$ cat src/rtl/ballot_tally_collector.sv
// Ballot collection front end: accepts one ballot per voter, keeps per-candidate
// tallies, then runs a one-candidate-per-cycle max search and offers the winner.
module ballot_tally_collector #(
    parameter int N_VOTERS = 16,
    parameter int CAND_W   = 2,
    parameter int CNT_W    = 5
) (
    input  logic                         clk,
    input  logic                         rst_n,
    input  logic                         start,
    input  logic                         abort,
    input  logic                         ballot_valid,
    output logic                         ballot_ready,
    input  logic [3:0]                   ballot_voter,
    input  logic [CAND_W-1:0]            ballot_data,
    output logic                         ballot_reject,
    output logic                         result_valid,
    input  logic                         result_ready,
    output logic [CAND_W-1:0]            winner,
    output logic [CNT_W-1:0]             winner_votes,
    output logic [N_VOTERS*CAND_W-1:0]   ballots_packed,
    output logic                         busy
);

    localparam int N_CAND = 2 ** CAND_W;

    typedef enum logic [1:0] {IDLE, COLLECT, COMPARE, DONE} state_t;

    state_t              state_reg, state_next;
    logic [CAND_W-1:0]   k_reg, k_next;
    logic [N_VOTERS-1:0] voted_reg;
    logic [CNT_W-1:0]    tally_reg [N_CAND];
    logic [CAND_W-1:0]   slot_reg  [N_VOTERS];
    logic [CAND_W-1:0]   winner_reg;
    logic [CNT_W-1:0]    votes_reg;
    logic                reject_reg;

    logic                in_range;
    logic [N_VOTERS-1:0] voter_onehot;
    logic                fresh;
    logic                ballot_hs;
    logic                accept;
    logic                last_ballot;
    logic                open_election;
    logic                clear_votes;

    // Ready is withheld during abort so an aborted cycle never completes a handshake.
    assign ballot_ready  = (state_reg == COLLECT) && !abort;
    assign ballot_hs     = ballot_valid && ballot_ready;
    assign result_valid  = (state_reg == DONE);
    assign busy          = (state_reg != IDLE);
    assign ballot_reject = reject_reg;
    assign winner        = winner_reg;
    assign winner_votes  = votes_reg;
    assign open_election = (state_reg == IDLE) && start && !abort;
    assign clear_votes   = abort || open_election;

    always_comb begin
        in_range     = ({1'b0, ballot_voter} < 5'(N_VOTERS));
        voter_onehot = '0;
        if (in_range) begin
            voter_onehot[ballot_voter] = 1'b1;
        end
        fresh       = in_range && ((voted_reg & voter_onehot) == '0);
        accept      = ballot_hs && fresh;
        last_ballot = accept && ((voted_reg | voter_onehot) == '1);
    end

    always_comb begin
        state_next = state_reg;
        k_next     = k_reg;
        if (abort) begin
            state_next = IDLE;
        end else begin
            case (state_reg)
                IDLE: begin
                    if (start) begin
                        state_next = COLLECT;
                    end
                end
                COLLECT: begin
                    if (last_ballot) begin
                        state_next = COMPARE;
                        k_next     = '0;
                    end
                end
                COMPARE: begin
                    k_next = k_reg + 1'b1;
                    if (k_reg == CAND_W'(N_CAND - 1)) begin
                        state_next = DONE;
                    end
                end
                DONE: begin
                    if (result_ready) begin
                        state_next = IDLE;
                    end
                end
                default: state_next = IDLE;
            endcase
        end
    end

    always_ff @(posedge clk or negedge rst_n) begin
        if (!rst_n) begin
            state_reg  <= IDLE;
            k_reg      <= '0;
            voted_reg  <= '0;
            reject_reg <= 1'b0;
            winner_reg <= '0;
            votes_reg  <= '0;
            for (int i = 0; i < N_CAND; i++) begin
                tally_reg[i] <= '0;
            end
            for (int i = 0; i < N_VOTERS; i++) begin
                slot_reg[i] <= '0;
            end
        end else begin
            state_reg  <= state_next;
            k_reg      <= k_next;
            reject_reg <= ballot_hs && !fresh;

            if (clear_votes) begin
                voted_reg <= '0;
                for (int i = 0; i < N_CAND; i++) begin
                    tally_reg[i] <= '0;
                end
            end else if (accept) begin
                voted_reg              <= voted_reg | voter_onehot;
                tally_reg[ballot_data] <= tally_reg[ballot_data] + 1'b1;
            end

            // Slots survive an abort; only a fresh election wipes them.
            if (open_election) begin
                for (int i = 0; i < N_VOTERS; i++) begin
                    slot_reg[i] <= '0;
                end
            end else if (accept) begin
                slot_reg[ballot_voter] <= ballot_data;
            end

            // Strict greater-than keeps the lowest index on ties.
            if (state_reg == COMPARE && !abort) begin
                if (k_reg == '0) begin
                    winner_reg <= '0;
                    votes_reg  <= tally_reg[0];
                end else if (tally_reg[k_reg] > votes_reg) begin
                    winner_reg <= k_reg;
                    votes_reg  <= tally_reg[k_reg];
                end
            end
        end
    end

    generate
        for (genvar gi = 0; gi < N_VOTERS; gi++) begin : g_pack
            assign ballots_packed[gi*CAND_W +: CAND_W] = slot_reg[gi];
        end
    endgenerate

endmodule

$ cat config.mk
export PLATFORM = sky130hd
export DESIGN_NAME = ballot_tally_collector
export DESIGN_NICKNAME = d
export VERILOG_FILES = /design/src/rtl/ballot_tally_collector.sv
export SDC_FILE = /design/constraint.sdc
export NUM_CORES = 1
export LEC_CHECK = 0
export BUFFER_PORTS_ARGS = -buffer_cell sky130_fd_sc_hd__clkbuf_2
export CORE_ASPECT_RATIO = 1.1
export CORE_MARGIN = 5
export CORE_UTILIZATION = 63
export CTS_CLUSTER_SIZE = 40
export DETAILED_ROUTE_END_ITERATION = 8
export MAX_ROUTING_LAYER = met4
export PLACE_DENSITY = 0.86
export SLEW_MARGIN = 5
export SYNTH_ARGS = -nofsm -noshare
export SYNTH_HDL_FRONTEND = slang
export SYNTH_SLANG_ARGS = --single-unit
$ cat constraint.sdc
create_clock -name clk -period 8.7 [get_ports clk]
set_input_delay 0 -clock clk [delete_from_list [all_inputs] [get_ports clk]]
set_output_delay 0 -clock clk [all_outputs]
set_load 0.03 [all_outputs]
==> key figures <==
Floorplanning
  – IO Pins: 55
  – Die height: roughly 98 um
  – Die Area: 8870 um^2
  – Starting Density: 64.1%
  – Die width: 90.3 um
  – Row Count: 32
  – Core ar.: between 6000 and 7000 um^2

STA
  – Final worst clock skew: between 0.01 and 0.015 ns
  – Final cycle utilization of the critical path: a little over a third
  – Slew headroom: about a third
  – PnR worst setup slack: approximately 5.6 ns
  – RSZ-0062 raised after global routing: no
  – Max Clock Freq: 319 MHz
  – Setup Viol. Count Final: 0
  – Final hold vios: 0
  – Slew Limit Fails: 0
  – Fin crit period: 3.14 ns
  – Worst-Margin Slew: 1.00 ns
  – Setup TNS: 0 ns

Global route
  – GRT Max-Usage Layer: met2
  – Met1 Use GR: 34.3%
  – Wire length of the first global-routing pass: 17.0 mm
  – Via count of the first global-routing pass: 3407
  – GRT Total Usage: between 20% and 30%
  – Met2 capacity usage during global routing: between 30% and 40%
  – Initial antenna violation count: 0
  – Gr ovfl total: 0
  – Met3 usage: ~4.3%
  – Largest net degree at the start of global routing: just over 80

Clock tree
  – Htree depth: 3
  – Clock Tree Buf Depth: 2
  – Root Buffer: clkbuf_8
  – TritonCTS Buffers: 9
  – Setup Buffers After CTS: 0
  – Skew-Pair Late Insertion Delay: between 0.3 and 0.4 ns
  – Hold buffer count at cts: 1
  – Clock Sinks: 80
  – Clock slew at reported path FFs: 0.09 ns
  – CTS tree: yes
  – PostCTS Resize Cnt: 0

Synthesis
  – Synth Cell Area: ~4500 um^2
  – Async SR Flop Fraction: between 90% and 100%
  – Warnings from Yosys: 0
  – EDFF count, synth: 0
  – Cell count after synthesis: between 400 and 500
  – Syn_area_per_cell: about 11 um^2
  – Syn_nets: between 400 and 500
  – Primary FF master, synth: dfrtp_1
  – Sequential area share after synthesis: 44.8%
  – #FFs+latches synth: 80
  – Yosys cell types: slightly above 50

Finish
  – Fin util: a little under three quarters
  – Area added between synthesis and finish: 11.2%
  – Commonest non-fill, non-tap cell in the layout: dfrtp_1
  – Max FFs per register: 32
  – Most frequent cells in the layout: 80 x dfrtp_1, 77 x nor2_1, 57 x mux2i_1, 53 x clkbuf_2, 26 x inv_1
  – Non-filler instance count after layout: 560
  – Layout cells sized above 1: 21.3%
  – Nets: between 400 and 500
  – Antenna Cells: 0

Setup path
  – WP data required: 8.93 ns
  – Worst EP arrival: 3.36 ns
  – CP Launch Type: flop
  – Crit path kind: reg2reg
  – Nature of the critical path endpoint: flop
  – Max Fanout on Critical Path: 7

Run status
  – Status: finished clean

Detailed routing
  – DRC: 0
  – DRT Pass-1 Iters: 5
  – Mean number of vias per cell: 6.09
  – Wire per inst: roughly 18 um
  – Routed via count: 3409
  – Routed WL: approximately 10 mm
  – DRT iter0 DRCs: roughly 370
  – Antenna viol nets, final: 0

Placement
  – PortBufs: 54
  – Routability Congestion: 0.912
  – Dpl hpwl: 6.90 mm
  – Pre-CTS setup slack: roughly 5.6 ns
  – DP Cell Count: about 540

Min path
  – Worst min-delay path class: in2reg

Power and ir drop
  – Pwr Total: approximately 0.00089 W
  – Maximum vdd drop: between 150 and 200 uV
  – Leakage: between 2 and 3 nW
  – Power per Cell Area: 179 nW/um^2

Run
  – Max Cap Violations: 0
worst max-delay path, cell delays in order, from the launching register on:
cell and delay (ns):
dfrtp_1 0.56, mux4_2 0.57, ha_1 0.30, nor2b_1 0.14, o21ai_0 0.20, nand2b_1 0.08
a211o_1 0.29, o211ai_1 0.38, mux2i_1 0.19, a221o_1 0.31
stage by stage:
stage / cell area, um^2 / hold slack [ns]
6_report: 4960 / 0.0222
5_1_grt: 4960 / 0.0165
4_1_cts: 4960 / 0.000158
3_5_place_dp: 4760 / 0.229
3_3_place_gp: 4760 / 0.216
2_1_floorplan: 4460 / -0.296
metal layers:
layer  routed length [um]  up-vias
met5                    0        -
met4                  187        0
met3                  554       25
met2                 4610      133
met1                 4510     1675
li1                     -     1576
cell type report:
| type | instances | area (um^2) |
|---|---|---|
| fill | 493 | 2000 |
| clock inverter | 6 | 67.6 |
| tap | 85 | 106 |
| multi-input combinational | 296 | 2270 |
| timing repair buffer | 57 | 298 |
| inverter | 26 | 97.6 |
| sequential | 80 | 2000 |
| clock buffer | 10 | 128 |
synthesized netlist by cell type (2+ instances only):
cell	count	area, um^2
xnor2_1	3	26.3
nand3b_4	2	40.0
buf_1	3	11.3
mux4_2	10	225
inv_1	26	97.6
mux2i_1	57	571
nor2_1	78	293
and2_1	3	18.8
buf_2	3	15.0
clkbuf_1	14	52.6
nand3_1	4	20.0
nand3_2	7	70.1
a22oi_1	2	15.0
and3_1	5	31.3
nand2b_1	14	87.6
o21ai_0	8	40.0
nor2b_1	5	31.3
buf_6	2	22.5
nand2_1	22	82.6
xor2_1	4	35.0
nand4_1	6	37.5
mux2_1	2	22.5
o2bb2ai_1	2	17.5
a21oi_1	13	65.1
a221o_1	9	90.1
a221oi_1	2	17.5
nor3_2	4	40.0
dfrtp_1	80	2000
ha_1	12	150
kinds of logic after synthesis:
kind of cell / share of synthesized area [%]
mux: 18.6
flops: 44.8
xor+xnor: 1.37
fa+ha+maj: 3.36
simple gates: 19.2
compound gates: 8.16
buf+inv: 4.46
power by group:
part	internal, W	switching [W]	leakage [nW]
Combinational	0.0000675	0.000138	1.33
Sequential	0.000387	0.0000187	1.11
Clock	0.000134	0.000141	0.0933
final timing paths:
path | end | slack (ns) | cells past startpoint | startpoint
worst max-delay path | winner_votes[1]$_DFFE_PN0P_ | 5.56 | 9 | k_reg[0]$_DFFE_PN0P_
worst min-delay path | state_reg[0]$_DFFE_PN0P_ | 0.02 | 3 | abort
worst max register to register | winner_votes[1]$_DFFE_PN0P_ | 5.56 | 9 | k_reg[0]$_DFFE_PN0P_
worst min register to register | winner[0]$_DFFE_PN0P_ | 0.53 | 2 | winner[0]$_DFFE_PN0P_
max in group asynchronous | ballots_packed[15]$_DFFE_PN0P_ | 7.70 | 2 | rst_n
min in group asynchronous | voted_reg[4]$_DFFE_PN0P_ | 0.32 | 2 | rst_n
Power figures use the tool's default switching activity.
